===== src/rtl/reg_wb_arbiter_pkg.sv =====
// rtl/reg_wb_arbiter_pkg.sv - shared types and widths for the writeback arbiter
package reg_wb_arbiter_pkg;

    localparam int DATA_W_DEF = 32;
    localparam int ADDR_W_DEF = 5;

    typedef enum logic {
        A_PRI   = 1'b0,
        B_FORCE = 1'b1
    } arb_state_e;

endpackage


===== src/rtl/reg_wb_arbiter_wb_scoreboard.sv =====
// rtl/reg_wb_arbiter_wb_scoreboard.sv - pending-write bit vector for long-latency destinations
module wb_scoreboard
    import reg_wb_arbiter_pkg::*;
#(
    parameter int ADDR_W = ADDR_W_DEF
) (
    input  logic                 clk_i,
    input  logic                 rst_i,
    input  logic                 set_i,
    input  logic [ADDR_W-1:0]    set_addr_i,
    input  logic                 clr_i,
    input  logic [ADDR_W-1:0]    clr_addr_i,
    output logic [2**ADDR_W-1:0] pending_o
);

    logic [2**ADDR_W-1:0] pending_q;
    logic [2**ADDR_W-1:0] pending_d;

    // Clear first, then set, so a same-cycle reservation of a retiring register survives
    always_comb begin
        pending_d = pending_q;
        if (clr_i) begin
            pending_d[clr_addr_i] = 1'b0;
        end
        if (set_i) begin
            pending_d[set_addr_i] = 1'b1;
        end
    end

    // Pending vector register
    always_ff @(posedge clk_i) begin
        if (rst_i) begin
            pending_q <= '0;
        end else begin
            pending_q <= pending_d;
        end
    end

    assign pending_o = pending_q;

endmodule


===== src/rtl/reg_wb_arbiter.sv =====
// rtl/reg_wb_arbiter.sv - register file write port arbiter with B starvation guard
module reg_wb_arbiter
    import reg_wb_arbiter_pkg::*;
#(
    parameter int DATA_W     = DATA_W_DEF,
    parameter int ADDR_W     = ADDR_W_DEF,
    parameter int STARVE_MAX = 4
) (
    input  logic                 clk_i,
    input  logic                 rst_i,
    input  logic                 a_valid_i,
    output logic                 a_ready_o,
    input  logic [ADDR_W-1:0]    a_addr_i,
    input  logic [DATA_W-1:0]    a_data_i,
    input  logic                 b_valid_i,
    output logic                 b_ready_o,
    input  logic [ADDR_W-1:0]    b_addr_i,
    input  logic [DATA_W-1:0]    b_data_i,
    input  logic                 rsv_valid_i,
    input  logic [ADDR_W-1:0]    rsv_addr_i,
    output logic                 RegWrite_o,
    output logic [ADDR_W-1:0]    RDaddr_o,
    output logic [DATA_W-1:0]    RDdata_o,
    output logic [2**ADDR_W-1:0] pending_o
);

    localparam logic [3:0] STARVE_LIM = 4'(STARVE_MAX - 1);
    localparam logic [3:0] STARVE_SAT = 4'd15;

    arb_state_e        state_q, state_d;
    logic [3:0]        starve_q, starve_d;
    logic              grant_a, grant_b;
    logic              regwrite_q;
    logic [ADDR_W-1:0] rdaddr_q;
    logic [DATA_W-1:0] rddata_q;
    logic              rsv_set;

    // Grant selection, starvation count and next state; nothing granted during reset
    always_comb begin
        grant_a  = 1'b0;
        grant_b  = 1'b0;
        state_d  = state_q;
        starve_d = starve_q;
        if (!rst_i) begin
            case (state_q)
                A_PRI: begin
                    if (a_valid_i) begin
                        grant_a = 1'b1;
                    end else if (b_valid_i) begin
                        grant_b = 1'b1;
                    end
                end
                B_FORCE: begin
                    if (b_valid_i) begin
                        grant_b = 1'b1;
                    end else if (a_valid_i) begin
                        grant_a = 1'b1;
                    end
                end
                default: ;
            endcase

            if (b_valid_i && !grant_b) begin
                starve_d = (starve_q == STARVE_SAT) ? starve_q : starve_q + 4'd1;
            end else begin
                starve_d = 4'd0;
            end

            case (state_q)
                A_PRI: begin
                    if (b_valid_i && !grant_b && starve_q >= STARVE_LIM) begin
                        state_d = B_FORCE;
                    end
                end
                B_FORCE: begin
                    if (grant_b || !b_valid_i) begin
                        state_d = A_PRI;
                    end
                end
                default: state_d = A_PRI;
            endcase
        end
    end

    // Arbiter state and starvation counter
    always_ff @(posedge clk_i) begin
        if (rst_i) begin
            state_q  <= A_PRI;
            starve_q <= 4'd0;
        end else begin
            state_q  <= state_d;
            starve_q <= starve_d;
        end
    end

    // Capture the winner; writes to register 0 are accepted but never enabled
    always_ff @(posedge clk_i) begin
        if (rst_i) begin
            regwrite_q <= 1'b0;
            rdaddr_q   <= '0;
            rddata_q   <= '0;
        end else begin
            regwrite_q <= (grant_a && (a_addr_i != '0)) || (grant_b && (b_addr_i != '0));
            if (grant_a) begin
                rdaddr_q <= a_addr_i;
                rddata_q <= a_data_i;
            end else if (grant_b) begin
                rdaddr_q <= b_addr_i;
                rddata_q <= b_data_i;
            end
        end
    end

    assign rsv_set = rsv_valid_i && (rsv_addr_i != '0);

    wb_scoreboard #(
        .ADDR_W (ADDR_W)
    ) u_scoreboard (
        .clk_i      (clk_i),
        .rst_i      (rst_i),
        .set_i      (rsv_set),
        .set_addr_i (rsv_addr_i),
        .clr_i      (grant_b),
        .clr_addr_i (b_addr_i),
        .pending_o  (pending_o)
    );

    assign a_ready_o  = grant_a;
    assign b_ready_o  = grant_b;
    assign RegWrite_o = regwrite_q;
    assign RDaddr_o   = rdaddr_q;
    assign RDdata_o   = rddata_q;

endmodule


===== config.mk =====
export PLATFORM = sky130hd
export DESIGN_NAME = reg_wb_arbiter
export DESIGN_NICKNAME = d
export VERILOG_FILES = /design/src/rtl/reg_wb_arbiter_pkg.sv /design/src/rtl/reg_wb_arbiter_wb_scoreboard.sv /design/src/rtl/reg_wb_arbiter.sv
export SDC_FILE = /design/constraint.sdc
export NUM_CORES = 1
export LEC_CHECK = 0
export ABC_CLOCK_PERIOD_IN_PS = 4200
export CAP_MARGIN = 30
export CELL_PAD_IN_SITES_DETAIL_PLACEMENT = 1
export CELL_PAD_IN_SITES_GLOBAL_PLACEMENT = 1
export CORE_UTILIZATION = 32
export CTS_CLUSTER_SIZE = 24
export DETAILED_ROUTE_END_ITERATION = 8
export GPL_ROUTABILITY_DRIVEN = 0
export MAX_ROUTING_LAYER = met4
export PLACE_DENSITY_LB_ADDON = 0.08
export SETUP_SLACK_MARGIN = 0.02
export SLEW_MARGIN = 10
export SYNTH_ARGS = -nofsm -noshare
export SYNTH_HDL_FRONTEND = slang
export SYNTH_HIERARCHICAL = 1
export SYNTH_SLANG_ARGS = --single-unit

===== constraint.sdc =====
create_clock -name clk_i -period 4.2 [get_ports clk_i]
set_input_delay 0.84 -clock clk_i [delete_from_list [all_inputs] [get_ports clk_i]]
set_output_delay 0.84 -clock clk_i [all_outputs]
set_load 0.01 [all_outputs]

# Word-level counts from Yosys, hierarchy flattened
# Cells that the tools add are included.
# word_totals
word_cells,56
inputBits,84
register_bits,75
out_inout_bits,72
# op_classes
bitwise,5
magnitude_cmp,5
n_eq_ne,1
reduce_logical,16
mux,22
add_sub_neg,1
# ops
operator,count
32-bit two-way mux,4
32-bit bitwise AND,1
32-bit NOT,1
32-bit bitwise OR,1
5-bit nonzero test,3
"5-bit by 6-bit < comparator with 1-bit output, second input constant",2
1-bit two-way mux,11
1-bit demux with 5-bit select,2
"5-bit by 1-bit greater-or-equal comparator with 1-bit output, second input constant",2
5-bit two-way mux,2
1-bit logical AND,7
1-bit one-hot mux with 2 select lines,3
"4-bit by 1-bit adder with 4-bit output, second input constant",1
"4-bit == test, second input constant",1
"4-bit by 2-bit greater-or-equal comparator with 1-bit output, second input constant",1
1-bit zero test,2
1-bit logical OR,2
1-bit NOT,2
2-bit nonzero test,1
2-bit OR reduction,1

# Logic depth before layout (Yosys ltp)
# logic_depth
depth_word,9
depth_mapped,7
ltp_nobuf,5

# By module
# The synthesis kept the hierarchy.
# by_module_without_submodules
mod,instances,cells_per_inst,seq_area_each_um2,area_each_um2
reg_wb_arbiter,1,207,860.8,2031.9
wb_scoreboard,1,159,640.6,1371.3

# Worst setup path after synthesis
# No wires, ideal clock.
# synth_timing
path_kind,input to register
startpoint,input port rst_i
endpoint,"register u_scoreboard.pending_q[16], in the netlist u_scoreboard/pending_o[16]"
n_path_buf,3
setup_time_ns,0.124
required_ns,4.076
t_arrival_ns,2.456
stages,7
setup_slack_ns,1.620
cell_sequence,clkbuf_1 -> buf_2 -> nor3b_1 -> or3b_1 -> buf_6 -> o21ai_1 -> o21ai_1
# synth_between
elab_chain_cells,4
# synth_rtl
item,line,source
from (decl),reg_wb_arbiter.sv:10,"input logic rst_i,"
1-bit two-way mux *,reg_wb_arbiter.sv:44,if (!rst_i) begin
via b_ready_o,reg_wb_arbiter.sv:16,"output logic b_ready_o,"
32-bit two-way mux *,reg_wb_arbiter_wb_scoreboard.sv:22,if (clr_i) begin
32-bit bitwise OR (no line),-,
32-bit two-way mux *,reg_wb_arbiter_wb_scoreboard.sv:25,if (set_i) begin
to (signal assigned),reg_wb_arbiter_wb_scoreboard.sv:35,pending_q <= pending_d;
to (decl),reg_wb_arbiter_wb_scoreboard.sv:16,logic [2**ADDR_W-1:0] pending_q;
# The timed path passes the listed nets; every way through them passes the cells marked *.
# A chain may end at the register's enable or synchronous reset.

# Worst setup path after layout
# layout_timing
startpoint,input port a_valid_i
endpoint,output port a_ready_o
# layout_between
elab_chain_cells,4
# layout_rtl
item,line,source
from (decl),reg_wb_arbiter.sv:11,"input logic a_valid_i,"
1-bit two-way mux *,"reg_wb_arbiter.sv:47, reg_wb_arbiter.sv:56",
1-bit two-way mux,reg_wb_arbiter.sv:54,if (b_valid_i) begin
1-bit one-hot mux with 2 select lines *,reg_wb_arbiter.sv:45,case (state_q)
1-bit two-way mux *,reg_wb_arbiter.sv:44,
to (decl),reg_wb_arbiter.sv:12,"output logic a_ready_o,"
# Mark *: on every way between the ends. The rest lies on a longest branch, timed or not.

==> out/qor.tcl <==
set qor(i_o_pin_count) 156
set qor(grt_antenna_before_repair) 0
set qor(p_leak_nw) 1.93
set qor(routed_wirelength_mm) 12.0
set qor(powerDensity_mw_per_mm2) 336
set qor(post_cts_buffers) 0
set qor(critical_path_peak_fanout) 40
set qor(clockBufferDepth) 2
set qor(dpl-instance-area_sq_mm) 0.00500
set qor(grt_max_degree) 75
set qor(critical_path.startpoint_type) {primary input}
set qor(timing.final.hold_violations) 0
set qor(cts.hold.buffers_added) 0
set qor(critPathKind) {primary input to primary output}
set qor(share_clk_of_total_power_pct) 40.6
set qor(wire_length_of_the_first_global_routing_pass_mm) 19.2
set qor(num-fill-cells) 1185
set qor(ys_warn_count) 6
set qor(yosysSeqAreaShare_pct) 44.1
set qor(critical_path.endpoint_type) {primary output}
set qor(mappedNetlistArea_sq_mm) 0.00340
set qor(syn-num-nets) 451
set qor(seqPwrFrac_pct) 43.2
set qor(gr-usage-all-layers_pct) 22.6
set qor(clock_sink_count) 75
set qor(die_x_extent_um) 105
set qor(critPathRequiredTime_ns) 3.36
set qor(drt-wirelength-per-cell_um) 18.4
set qor(clk_pin_slew_worst_paths_ns) 0.08
set qor(synthTopCellsByArea) {sky130_fd_sc_hd__dfxtp_1 (44%), sky130_fd_sc_hd__a221o_1 (11%), sky130_fd_sc_hd__a2111oi_0 (9.5%)}
set qor(final_layout_size_suffix_gt1_share_pct) 5.02
set qor(final_antenna_violating_net_count) 0
set qor(via_count_of_the_first_global_routing_pass) 3503
set qor(setup-violations-final) 0
set qor(synth-main-ff-cell) {sky130_fd_sc_hd__dfxtp_1}
set qor(nNetsFinal) 598
set qor(switchingPower_mw) 0.414
set qor(finalCriticalPeriod_ns) 3.31
set qor(ir_drop_mv) 0.165
set qor(power_switching_share_pct) 23.4
set qor(cts_resized) 0
set qor(route.vias.total) 3500
set qor(ffs_latches_synth) 75
set qor(rsz_0062_raised_after_global_routing) {false}
set qor(rows) 37
set qor(antenna_cells) 0
set qor(post_drt_via_cell_ratio) 5.35
set qor(drc_errors) 0
set qor(drt_first_pass_iters) 4
set qor(finalClockSkew_ns) 0.0131
set qor(synth_top_area_cell) {sky130_fd_sc_hd__dfxtp_1}
set qor(synth_edf_count) 0
set qor(core_sq_mm) 0.0103
set qor(dieArea_sq_mm) 0.0111
set qor(slew_headroom_pct) 45.3
set qor(p_comb_share_pct) 16.1
set qor(port-buffer-count) 155
set qor(asyncSetResetFlopFracSynth_pct) 0
set qor(clockRootBuffer) {sky130_fd_sc_hd__clkbuf_8}
set qor(syn_area_per_cell_sq_um) 9.30
set qor(initial_core_util_pct) 33.0
set qor(htree_num_levels) 3
set qor(mostFrequentLayoutCells) {sky130_fd_sc_hd__clkdlybuf4s50_1 (154), sky130_fd_sc_hd__dfxtp_1 (75), sky130_fd_sc_hd__o21ai_1 (52)}
set qor(tritoncts) {built}
set qor(syn-instance-count) 366
set qor(tritoncts.num_buffers) 9
set qor(final.setup.tns_ns) 0
set qor(die_h_um) 105
set qor(netlist-cell-type-count) 32
set qor(place_hpwl_mm) 8.13
set qor(finalInstanceArea_sq_mm) 0.00526
set qor(worst_slew_pin_slew_ns) 0.820
set qor(share_of_the_synthesized_area_in_the_top_cell_type_pct) 44.1
set qor(cp_data_arrival_time_ns) 2.47
set qor(number_of_max_slew_violations_in_the_final_report) 0
set qor(hold_class) {register to register}
set qor(run_status) {complete, no violations}
set qor(final_min_period_over_clock_period_pct) 78.8
set qor(syn_to_final_growth_pct) 54.7
set qor(grt_overflow_total) 0
set qor(clk_latency_ns) 0.35
set qor(timing.fmax_mhz) 302
set qor(internal-power_mw) 1.35
set qor(drv.max_cap_violation_count) 0
set qor(drt_iter0_drc) 164
set qor(mostFrequentLayoutCell) {sky130_fd_sc_hd__clkdlybuf4s50_1}
-- critical path, cell delays in order --
cell and delay (ns):
sky130_fd_sc_hd__clkdlybuf4s50_1 0.47, sky130_fd_sc_hd__buf_4 0.37, sky130_fd_sc_hd__and3b_1 0.24, sky130_fd_sc_hd__clkdlybuf4s50_1 0.54
-- cell usage after synthesis, types with 2 or more instances --
library cell                instances
sky130_fd_sc_hd__a2111oi_0         37
sky130_fd_sc_hd__a221o_1           37
sky130_fd_sc_hd__buf_2              4
sky130_fd_sc_hd__buf_4              3
sky130_fd_sc_hd__buf_6              8
sky130_fd_sc_hd__clkbuf_1           8
sky130_fd_sc_hd__clkbuf_2           3
sky130_fd_sc_hd__dfxtp_1           75
sky130_fd_sc_hd__inv_1             37
sky130_fd_sc_hd__nand2_1            6
sky130_fd_sc_hd__nand3_1            6
sky130_fd_sc_hd__nand3b_1           9
sky130_fd_sc_hd__nor2_1             9
sky130_fd_sc_hd__nor2b_1           33
sky130_fd_sc_hd__nor3_1             5
sky130_fd_sc_hd__nor3b_1            3
sky130_fd_sc_hd__o21ai_0           12
sky130_fd_sc_hd__o21ai_1           52
sky130_fd_sc_hd__or3_1              2
sky130_fd_sc_hd__or3b_1             5
-- final timing paths --
check	from	end	slack, ns	depth (start not counted)
hold reg to reg	RDdata_o[10]	RDdata_o[10]	0.49	1
setup reg to reg	state_q	u_scoreboard/pending_o[25]	2.48	6
hold / removal	RDdata_o[10]	RDdata_o[10]	0.49	1
setup / recovery	a_valid_i	a_ready_o	0.89	4
-- per-stage QoR --
stage | utilization (%) | cells | worst slack (ns) | power, mW | hold WS [ns]
floorplan | - | 366 | 1.62 | 0.884 | 0.501
global placement | 48.5 | 638 | 0.901 | 1.06 | 0.469
detailed placement | 48.5 | 638 | 0.906 | 1.07 | 0.468
CTS | 51.0 | 654 | 0.887 | 1.78 | 0.494
global route | 51.0 | 654 | 0.803 | 1.84 | 0.509
finish | 51.0 | 654 | 0.889 | 1.77 | 0.489
-- power by group through the flow --
stage               logic [mW]  clock network [mW]  registers (mW)
floorplan               0.0889                   0           0.795
global placement         0.284                   0           0.779
detailed placement       0.286                   0           0.781
CTS                      0.289               0.731           0.764
global route             0.306               0.769           0.768
finish                   0.286               0.719           0.764
-- area by class of cell --
| cell class | instances | area (sq um) | share of cell area (%) |
|---|---|---|---|
| clock inverters | 4 | 95.1 | 1.81 |
| well taps | 136 | 170 | 3.23 |
| flip-flops and latches | 75 | 1500 | 28.5 |
| clock buffers | 12 | 165 | 3.14 |
| inverters | 37 | 139 | 2.64 |
| multi-input cells | 228 | 1590 | 30.3 |
| repair buffers | 162 | 1600 | 30.4 |
-- metal layers --
layer	GRT usage (%)	wire, um	up-vias	part of all wire, %
li1	-	-	1681	-
met3	3.68	668	7	5.6
met2	36.8	5680	110	47
met4	6.34	80	0	0.67
met5	-	0	-	0
met1	29.1	5600	1702	47
-- logic make-up after synthesis --
group,synth area share (%)
xor+xnor,0.257
mux,0.294
fa+ha+maj,0.368
compound gates,30.5
flops,44.1
buf+inv,9.30
simple gates,15.2
-- flip-flops by register name, indices dropped and copies added (netlist names) --
name                    count
starve_q                    4
u_scoreboard/pending_o     32
RDdata_o                   32
RDaddr_o                    5
state_q                     1
RegWrite_o                  1
Power figures use the tool's default switching activity.
